### config.mk
export PLATFORM = sky130hd
export DESIGN_NAME = cordic_vectoring_flat
export DESIGN_NICKNAME = d
export VERILOG_FILES = /design/src/rtl/cordic_vectoring_if.sv /design/src/rtl/cordic_vectoring.sv /design/src/flat_wrapper.sv
export SDC_FILE = /design/constraint.sdc
export NUM_CORES = 1
export LEC_CHECK = 0
export BUFFER_PORTS_ARGS = -buffer_cell sky130_fd_sc_hd__buf_2
export CAP_MARGIN = 20
export CORE_MARGIN = 10
export CORE_UTILIZATION = 50
export DETAILED_ROUTE_END_ITERATION = 7
export PLACE_DENSITY_LB_ADDON = 0.05
export REMOVE_ABC_BUFFERS = 1
export SLEW_MARGIN = 20
export SYNTH_ARGS = -nofsm -noshare
export SYNTH_HDL_FRONTEND = slang
export SYNTH_SLANG_ARGS = --single-unit
### constraint.sdc
create_clock -name clk -period 6.75 [get_ports clk]
set_clock_uncertainty 0.05 [all_clocks]
set_input_delay 0.675 -clock clk [delete_from_list [all_inputs] [get_ports clk]]
set_output_delay 0.675 -clock clk [all_outputs]
set_load 0.02 [all_outputs]
### src/rtl/cordic_vectoring_if.sv
// ---------------------------------------------------------------------------
// cordic_vectoring_if
//   Request/result bundle for the vectoring CORDIC.
//   master: drives start, x_in, y_in; observes busy, done, z_out, mag_out.
//   slave : the converter itself.
//   Signals:
//     start    request, sampled only while the converter is idle
//     x_in     signed cos component, width+1 bits
//     y_in     signed sin component, width+1 bits
//     busy     conversion in progress
//     done     one-cycle pulse, z_out/mag_out valid from then on
//     z_out    unsigned angle, full turn = 2^32
//     mag_out  unsigned vector magnitude, width+2 bits
// ---------------------------------------------------------------------------
interface cordic_vectoring_if #(
  parameter int width = 16
);
  logic                  start;
  logic signed [width:0] x_in;
  logic signed [width:0] y_in;
  logic                  busy;
  logic                  done;
  logic [31:0]           z_out;
  logic [width+1:0]      mag_out;

  modport master (
    output start, x_in, y_in,
    input  busy, done, z_out, mag_out
  );

  modport slave (
    input  start, x_in, y_in,
    output busy, done, z_out, mag_out
  );
endinterface

### src/rtl/cordic_vectoring.sv
// ---------------------------------------------------------------------------
// cordic_vectoring
//   Iterative vectoring-mode CORDIC: converts a (cos, sin) sample pair into an
//   angle (full turn = 2^32) and a magnitude. One micro-rotation per clock.
//   A request taken at edge k raises done after edge k+ITERS+1; one
//   conversion per ITERS+2 cycles when start is held high.
//
//   Parameters:
//     width  input magnitude bits (inputs are signed [width:0])
//     ITERS  micro-rotations per conversion, 1..24
//
//   Ports:
//     clk    rising-edge clock
//     reset  asynchronous, active-high reset
//     bus    cordic_vectoring_if.slave (start/x_in/y_in in,
//            busy/done/z_out/mag_out out)
//
//   Build option:
//     CORDIC_VEC_GAIN_COMP_EN  when defined, mag_out has the CORDIC gain
//                              removed (x * 19898 >>> 15); otherwise mag_out
//                              is the raw x including the ~1.6468 gain.
// ---------------------------------------------------------------------------
module cordic_vectoring #(
  parameter int width = 16,
  parameter int ITERS = 16
) (
  input logic               clk,
  input logic               reset,
  cordic_vectoring_if.slave bus
);

  // Two guard bits above the input range cover sqrt(2) * 1.647 growth.
  localparam int XW = width + 3;

  typedef enum logic [1:0] {
    IDLE,
    ROT,
    DONE
  } state_t;

  // round(atan(2^-i) / (2*pi) * 2^32); entries past 23 are never addressed.
  localparam logic [31:0] ATAN_TAB [32] = '{
    32'd536870912, 32'd316933406, 32'd167458907, 32'd85004756,
    32'd42667331,  32'd21354465,  32'd10679838,  32'd5340245,
    32'd2670163,   32'd1335087,   32'd667544,    32'd333772,
    32'd166886,    32'd83443,     32'd41722,     32'd20861,
    32'd10430,     32'd5215,      32'd2608,      32'd1304,
    32'd652,       32'd326,       32'd163,       32'd81,
    32'd0,         32'd0,         32'd0,         32'd0,
    32'd0,         32'd0,         32'd0,         32'd0
  };

  state_t               state_q, state_d;
  logic [4:0]           iter_q;
  logic signed [XW-1:0] x_q, y_q;
  logic [31:0]          z_q;
  logic                 done_q;
  logic [31:0]          z_out_q;
  logic [width+1:0]     mag_q;

  logic signed [XW-1:0] x_ext, y_ext;
  logic signed [XW-1:0] x_shr, y_shr;
  logic                 last_iter;
  logic [width+1:0]     mag_next;

  assign last_iter = (iter_q == 5'(ITERS - 1));

  // ---------------------------------------------------------------------
  // State register
  // ---------------------------------------------------------------------
  always_ff @(posedge clk or posedge reset) begin
    if (reset) state_q <= IDLE;
    else       state_q <= state_d;
  end

  // ---------------------------------------------------------------------
  // Next-state logic
  // ---------------------------------------------------------------------
  // NOTE: state_d gets a default before the case so no path leaves it
  // unassigned; otherwise synthesis infers a latch.
  always_comb begin
    state_d = state_q;
    case (state_q)
      IDLE:    if (bus.start) state_d = ROT;
      ROT:     if (last_iter) state_d = DONE;
      DONE:    state_d = IDLE;
      default: state_d = IDLE;
    endcase
  end

  // ---------------------------------------------------------------------
  // Datapath helpers
  // ---------------------------------------------------------------------
  assign x_ext = {{2{bus.x_in[width]}}, bus.x_in};
  assign y_ext = {{2{bus.y_in[width]}}, bus.y_in};
  assign x_shr = x_q >>> iter_q;
  assign y_shr = y_q >>> iter_q;

`ifdef CORDIC_VEC_GAIN_COMP_EN
  // 19898 / 2^15 ~= 0.60725 = 1 / CORDIC gain.
  localparam logic signed [16:0] GAIN_INV = 17'sd19898;
  logic signed [XW+16:0] mag_prod;

  always_comb begin
    mag_prod = x_q * GAIN_INV;
    mag_next = (width+2)'(mag_prod >>> 15);
  end
`else
  always_comb begin
    mag_next = (width+2)'(x_q);
  end
`endif

  // ---------------------------------------------------------------------
  // Datapath and result registers
  // ---------------------------------------------------------------------
  // NOTE: every register here uses <= so each micro-rotation reads the
  // x/y/z values from before the edge, which the cross-coupled update needs.
  always_ff @(posedge clk or posedge reset) begin
    if (reset) begin
      iter_q  <= '0;
      x_q     <= '0;
      y_q     <= '0;
      z_q     <= '0;
      done_q  <= 1'b0;
      z_out_q <= '0;
      mag_q   <= '0;
    end else begin
      done_q <= 1'b0;
      case (state_q)
        IDLE: begin
          if (bus.start) begin
            // Fold the left half-plane onto the right so the micro-rotations
            // only have to cover +/-90 degrees.
            if (bus.x_in[width]) begin
              x_q <= -x_ext;
              y_q <= -y_ext;
              z_q <= 32'h8000_0000;
            end else begin
              x_q <= x_ext;
              y_q <= y_ext;
              z_q <= '0;
            end
            iter_q <= '0;
          end
        end
        ROT: begin
          // Rotate toward the x axis: y >= 0 rotates clockwise.
          if (!y_q[XW-1]) begin
            x_q <= x_q + y_shr;
            y_q <= y_q - x_shr;
            z_q <= z_q + ATAN_TAB[iter_q];
          end else begin
            x_q <= x_q - y_shr;
            y_q <= y_q + x_shr;
            z_q <= z_q - ATAN_TAB[iter_q];
          end
          iter_q <= iter_q + 5'd1;
        end
        DONE: begin
          done_q  <= 1'b1;
          z_out_q <= z_q;
          mag_q   <= mag_next;
        end
        default: ;
      endcase
    end
  end

  assign bus.busy    = (state_q != IDLE);
  assign bus.done    = done_q;
  assign bus.z_out   = z_out_q;
  assign bus.mag_out = mag_q;

endmodule

### src/flat_wrapper.sv
// flat-port wrapper written by rule: the top's interface ports become plain ports
module cordic_vectoring_flat 
#(
  parameter int width = 16,
  parameter int ITERS = 16
)
  (clk, reset, bus_start, bus_x_in, bus_y_in, bus_busy, bus_done, bus_z_out, bus_mag_out);
  cordic_vectoring_if #(.width(width)) bus_i ();
  input logic clk;
  input logic reset;
  input wire logic [$bits(bus_i.start)-1:0] bus_start;
  input wire logic [$bits(bus_i.x_in)-1:0] bus_x_in;
  input wire logic [$bits(bus_i.y_in)-1:0] bus_y_in;
  output wire logic [$bits(bus_i.busy)-1:0] bus_busy;
  output wire logic [$bits(bus_i.done)-1:0] bus_done;
  output wire logic [$bits(bus_i.z_out)-1:0] bus_z_out;
  output wire logic [$bits(bus_i.mag_out)-1:0] bus_mag_out;
  assign bus_i.start = bus_start;
  assign bus_i.x_in = bus_x_in;
  assign bus_i.y_in = bus_y_in;
  assign bus_busy = bus_i.busy;
  assign bus_done = bus_i.done;
  assign bus_z_out = bus_i.z_out;
  assign bus_mag_out = bus_i.mag_out;
  cordic_vectoring #(.width(width), .ITERS(ITERS)) u_core (.clk(clk), .reset(reset), .bus(bus_i));
endmodule
Yosys cells after proc, flatten, opt, wreduce, memory -nomap -nowiden. Memories as Yosys holds them, arrays and structs flattened. Index checks and enable logic that the tools add are counted.

Latch bits: 0. Bits in writable memories: 0. ROM bits: 1024. Memories: 1. Word-level logic and storage cells: 52. Input port bits: 37. Bits in registers: 128.

Reduce and logical (&&, ||, !) cells: 5. Multiply operators: 0. Bitwise logic cells: 1. Magnitude comparators: 1. $add $sub $neg: 9. Div/mod/pow operators: 0. Shift-type cells: 2. Mux-type cells: 20. Equality and inequality tests: 5.

Memories: (name not given) (words 32, width 32, rd ports 1, clocked after memory_dff 0, wr ports 0, line cordic_vectoring.sv:152) `z_q <= z_q + ATAN_TAB[iter_q];`.

Operators by type and width (number): 32-bit two-way mux (5); 19-bit two-way mux (6); 19-bit case mux with 2 select lines (2); 32-bit case mux with 2 select lines (1); 19-bit adder (2); 17-bit negation with 19-bit output (2); 19-bit by 5-bit >>> shifter with 19-bit output (2); 19-bit subtractor (2); 32-bit adder (1); 32-bit subtractor (1); 5-bit case mux with 2 select lines (1); 6-bit >= comparator, second input constant (1); 5-bit inverter with 6-bit output (1); 5-bit by 1-bit adder with 5-bit output, second input constant (1); 5-bit by 4-bit equality test with 1-bit output, second input constant (1); 5-bit two-way mux (1); 2-bit two-way mux (2); 2-bit case mux with 2 select lines (1); 2-bit AND reduction (2); 2-bit nonzero test (2); 2-bit by 1-bit equality test with 1-bit output, second input constant (1); 2-bit equality test, second input constant (1); 2-bit logical NOT (1); 2-bit by 1-bit != test with 1-bit output, second input constant (1); 2 further kinds (2).

Logic depth before layout (Yosys ltp).
Word-level depth: 7. Depth in mapped cells: 27. Depth with buffers taken out: 21.

Least setup slack after synthesis. Ideal clock, no wire load.

Path type: flip-flop to flip-flop. Start point: reg u_core.iter_q[0]. End point: reg u_core.x_q[17]. Library setup time: 122 ps. Arrival time: 5175 ps. Required time: 6578 ps. Stages on the path, launching flop included: 26. Slack: 1403 ps. Period minus slack after synthesis: 5347 ps. Path buffers: 6. Path through: dfrtp_1 buf_6 buf_12 buf_6 buf_6 buf_6 buf_6 mux4_2 mux2i_1 mux2i_1 mux2i_1 ha_1 o21ai_1 or4b_4 nor4_4 nand2_1 mux2_1 o311ai_1 ha_1 a21o_1 a21o_1 a21oi_1 nor2b_1 a221oi_1 or3_1 a32o_1.

Longest elaborated chain between the ends: 4. Elaborated cells between the ends (all ways): 5. Those cells by class: add/sub: 2; shift: 1; mux: 2.

RTL lines: from (decl) (line cordic_vectoring.sv:54) `logic [4:0] iter_q;`; from (signal assigned) (line cordic_vectoring.sv:158) `iter_q <= iter_q + 5'd1;`; 19-bit by 5-bit >>> shifter with 19-bit output (*) (line cordic_vectoring.sv:97) `assign y_shr = y_q >>> iter_q;`; 19-bit adder / 19-bit subtractor (equally long branches) (line cordic_vectoring.sv:150, cordic_vectoring.sv:154); 19-bit two-way mux (*) (line cordic_vectoring.sv:149) `if (!y_q[XW-1]) begin`; 19-bit case mux with 2 select lines (*) (line cordic_vectoring.sv:130) `case (state_q)`; to (signal assigned) (line cordic_vectoring.sv:136) `x_q <= -x_ext;`; to (signal assigned) (line cordic_vectoring.sv:150) `x_q <= x_q + y_shr;`; to (signal assigned) (line cordic_vectoring.sv:154) `x_q <= x_q - y_shr;`; to (decl) (line cordic_vectoring.sv:55) `logic signed [XW-1:0] x_q, y_q;`.

Every way passes the cells marked *; elsewhere a longest branch is shown, timed or not. A chain may end at the register's enable or synchronous reset.

Final worst setup path.
Start point: reg u_core.iter_q[0]. End point: reg u_core.x_q[18].

The elaborated chain is that of the path after synthesis.

==> results.py <==
metrics = {
    "sta": {
        "hold_violations": 0,
        "rsz0062_at_grt": "no",
        "max_freq_mhz": 166.9,
        "fin_crit_sh_pct": 88.74,
        "hold_slack_ns": 0.2384,
        "worst_slew_pin_slew_ns": 1.072,
        "maxSlewHeadroom_pct": 26.70,
        "setup_violations": 0,
        "maxSlewViolCount": 0,
        "min_period_ns": 5.990,
        "tns_ns": 0,
    },
    "yosys": {
        "synth_area_mm2": 0.01326,
        "async_flop_share_pct": 100.0,
        "synth_area_leaders": "dfrtp_1 (24%), nand2_1 (7.7%), ha_1 (7.6%), mux4_2 (7.0%), o21ai_0 (4.4%)",
        "synth_edf_count": 0,
        "synth_cells": 1620,
        "yosys.area.top_type": "dfrtp_1",
        "yosys_warnings": 0,
        "ys_ff_latch": 128,
        "yosys_most_used_dff": "dfrtp_1",
        "yosysUniqueCellTypes": 91,
        "yosysSeqAreaShare_pct": 24.15,
        "avgSynthCellArea_um2": 8.186,
        "synth_top_area_share_pct": 24.15,
    },
    "clock_network": {
        "cts-resized-gates": 0,
        "cts_tree": "yes",
        "postCtsHoldBufs": 0,
        "clk_latency_ns": 0.44,
        "cts-root-buf": "clkbuf_16",
        "clk_pin_slew_ns": 0.07,
        "cts_buffers": 17,
        "post-cts-setup-buffer-count": 0,
        "cts_sinks": 128,
        "clockBufferDepth": 2,
        "htree_levels": 4,
    },
    "critical_path": {
        "cp_max_fo": 37,
        "endpoint_kind": "register",
        "endpoint": "u_core.x_q[18]$_DFFE_PP0P_",
        "cp.required_ns": 7.01,
        "crit_start": "u_core.iter_q[0]$_DFFE_PP0P_",
        "r2r_setup_slack_ns": 0.76,
        "ff2ff_path_depth": 20,
        "worstReg2RegEnd": "u_core.x_q[18]$_DFFE_PP0P_",
        "crit_type": "reg2reg",
        "start_kind": "register",
        "arrival_ns": 6.25,
        "reg2reg_from": "u_core.iter_q[0]$_DFFE_PP0P_",
    },
    "floorplan": {
        "start_util_pct": 50.89,
        "core_area_mm2": 0.02606,
        "dieArea_mm2": 0.03344,
        "die_x_um": 182.9,
        "num_io_pins": 89,
        "rows": 59,
        "die_h_um": 182.9,
    },
    "run_status": {
        "outcome": "finished clean",
    },
    "run": {
        "cap_viol_max_count": 0,
    },
    "placed_design": {
        "numPortBuffers": 88,
        "placed_cells": 1973,
        "place_congestion": 0.9885,
        "dp_hpwl_um": 29960,
    },
    "global_route": {
        "antenna_found_initial": 1,
        "grt_overflow": 0,
        "grt_util_all_layers_pct": 24.60,
        "grt_pass1_wl_um": 66620,
        "grt_max_degree": 75,
        "grt_pass1_vias": 12090,
    },
    "drt": {
        "drtIter0Drc": 1177,
        "wl_um": 41480,
        "drcViolationCount": 0,
        "drt-pass1-iter-count": 5,
        "ant_nets": 0,
        "via_per_inst": 6.227,
        "wl_per_cell_um": 20.69,
        "vias": 12486,
    },
    "layout": {
        "nets": 1778,
        "final_cells": 2005,
        "syn_to_final_growth_pct": 9.463,
        "diodes": 0,
        "drive_gt1_share_pct": 14.79,
        "utilization_pct": 55.71,
    },
    "min_path": {
        "hold_path.class": "in2async",
    },
}
-- final cells by class --
cell class	instances	area (um2)
clock inverter	14	165.2
sequential	128	3211
inverter	51	196.4
multi-input combinational	1339	9405
timing repair buffer	120	680.7
fill	2462	11540
tap	335	419.2
clock buffer	18	439.2
-- critical path: stages, from the launching register on --
cell and delay, ns:
dfrtp_4 0.76, buf_4 0.34, mux4_2 0.59, mux4_2 0.49
o22ai_2 0.20, ha_1 0.23, o21ai_1 0.11, or4b_4 0.60
nor4_4 0.26, nand2_1 0.11, mux2_1 0.22, o311ai_1 0.11
ha_1 0.24, a21o_1 0.19, a21o_1 0.18, a21oi_1 0.25
nor2_1 0.08, a21oi_1 0.24, a211oi_1 0.13, a221oi_1 0.32
nand3_1 0.11
-- routing by layer --
layer,vias up,share of wire (%),global-route usage (%)
met4,0,3.0,8.651
met2,457,47,40.96
met3,65,6.3,3.681
li1,6020,-,-
met5,-,0,0
met1,5944,44,31.92
-- state kept, by name, summed over array words and instances (netlist names) --
signal,cells
u_core.bus.z_out,32
u_core.state_q,2
u_core.x_q,19
u_core.iter_q,5
u_core.bus.mag_out,18
u_core.z_q,32
u_core.y_q,19
u_core.bus.done,1
-- through the flow --
stage / instance area [um2] / setup WS, ns
after CTS: 14520 / 0.8223
after global routing: 14520 / 0.3125
after floorplan: 12790 / -0.2016
final: 14520 / 0.7599
after global placement: 13910 / 0.9553
after detailed placement: 13910 / 0.8212
-- Yosys cell counts, types with 22 or more instances --
cell,number
xnor2_1,56
dfrtp_1,128
a31oi_1,25
a211oi_1,24
mux4_2,41
nand3_1,22
a21oi_1,108
nor2_1,94
ha_1,81
nor2b_1,28
mux2i_1,36
nand2_1,273
o211ai_1,24
a21o_1,28
clkbuf_1,60
nand2b_1,22
o21ai_0,117
nor3_1,25
xor2_1,65
inv_1,47
-- cell families (layout without fill, tap and decap cells) --
| logic type | after synthesis | after routing | share of synthesized area, % |
|---|---|---|---|
| flip-flops | 128 | 128 | 24.15 |
| multiplexers | 96 | 96 | 11.46 |
| buffers and inverters | 153 | 203 | 5.019 |
| AND/OR/NAND/NOR | 559 | 559 | 19.92 |
| XOR/XNOR | 121 | 121 | 7.991 |
| AO/OA/AOI/OAI | 479 | 479 | 23.36 |
| adder cells (fa/ha/maj) | 84 | 84 | 8.095 |
-- worst min path at each step --
stage	from	endpoint	slack, ns	cells past startpoint
floorplan	u_core.z_q[28]$_DFFE_PP0P_	u_core.bus.z_out[28]$_DFFE_PP0P_	0.42	2
global placement	u_core.bus.z_out[5]$_DFFE_PP0P_	u_core.bus.z_out[5]$_DFFE_PP0P_	0.40	2
detailed placement	u_core.bus.z_out[23]$_DFFE_PP0P_	u_core.bus.z_out[23]$_DFFE_PP0P_	0.41	2
CTS	reset	u_core.bus.done$_DFF_PP0_	0.28	2
global route	reset	u_core.bus.done$_DFF_PP0_	0.29	2
finish	reset	u_core.bus.done$_DFF_PP0_	0.24	2
-- placed cells by master (no fill, tap or decap), drive strengths merged, types with 18 or more instances in the layout --
| master | instances |
|---|---|
| nand3 | 22 |
| xnor2 | 56 |
| inv | 56 |
| mux2i | 38 |
| o21ai | 125 |
| nor2 | 94 |
| nor2b | 28 |
| buf | 120 |
| o211ai | 24 |
| nand2 | 273 |
| clkbuf | 18 |
| a21o | 28 |
| mux4 | 41 |
| dfrtp | 128 |
| a21oi | 110 |
| o31ai | 18 |
| a211oi | 25 |
| o22ai | 19 |
| nor3 | 26 |
| nand2b | 22 |
| xor2 | 65 |
| a31oi | 25 |
| ha | 81 |
Power is not shown: default switching activity piles up to over one toggle a cycle in this logic, so the estimate is an artifact.
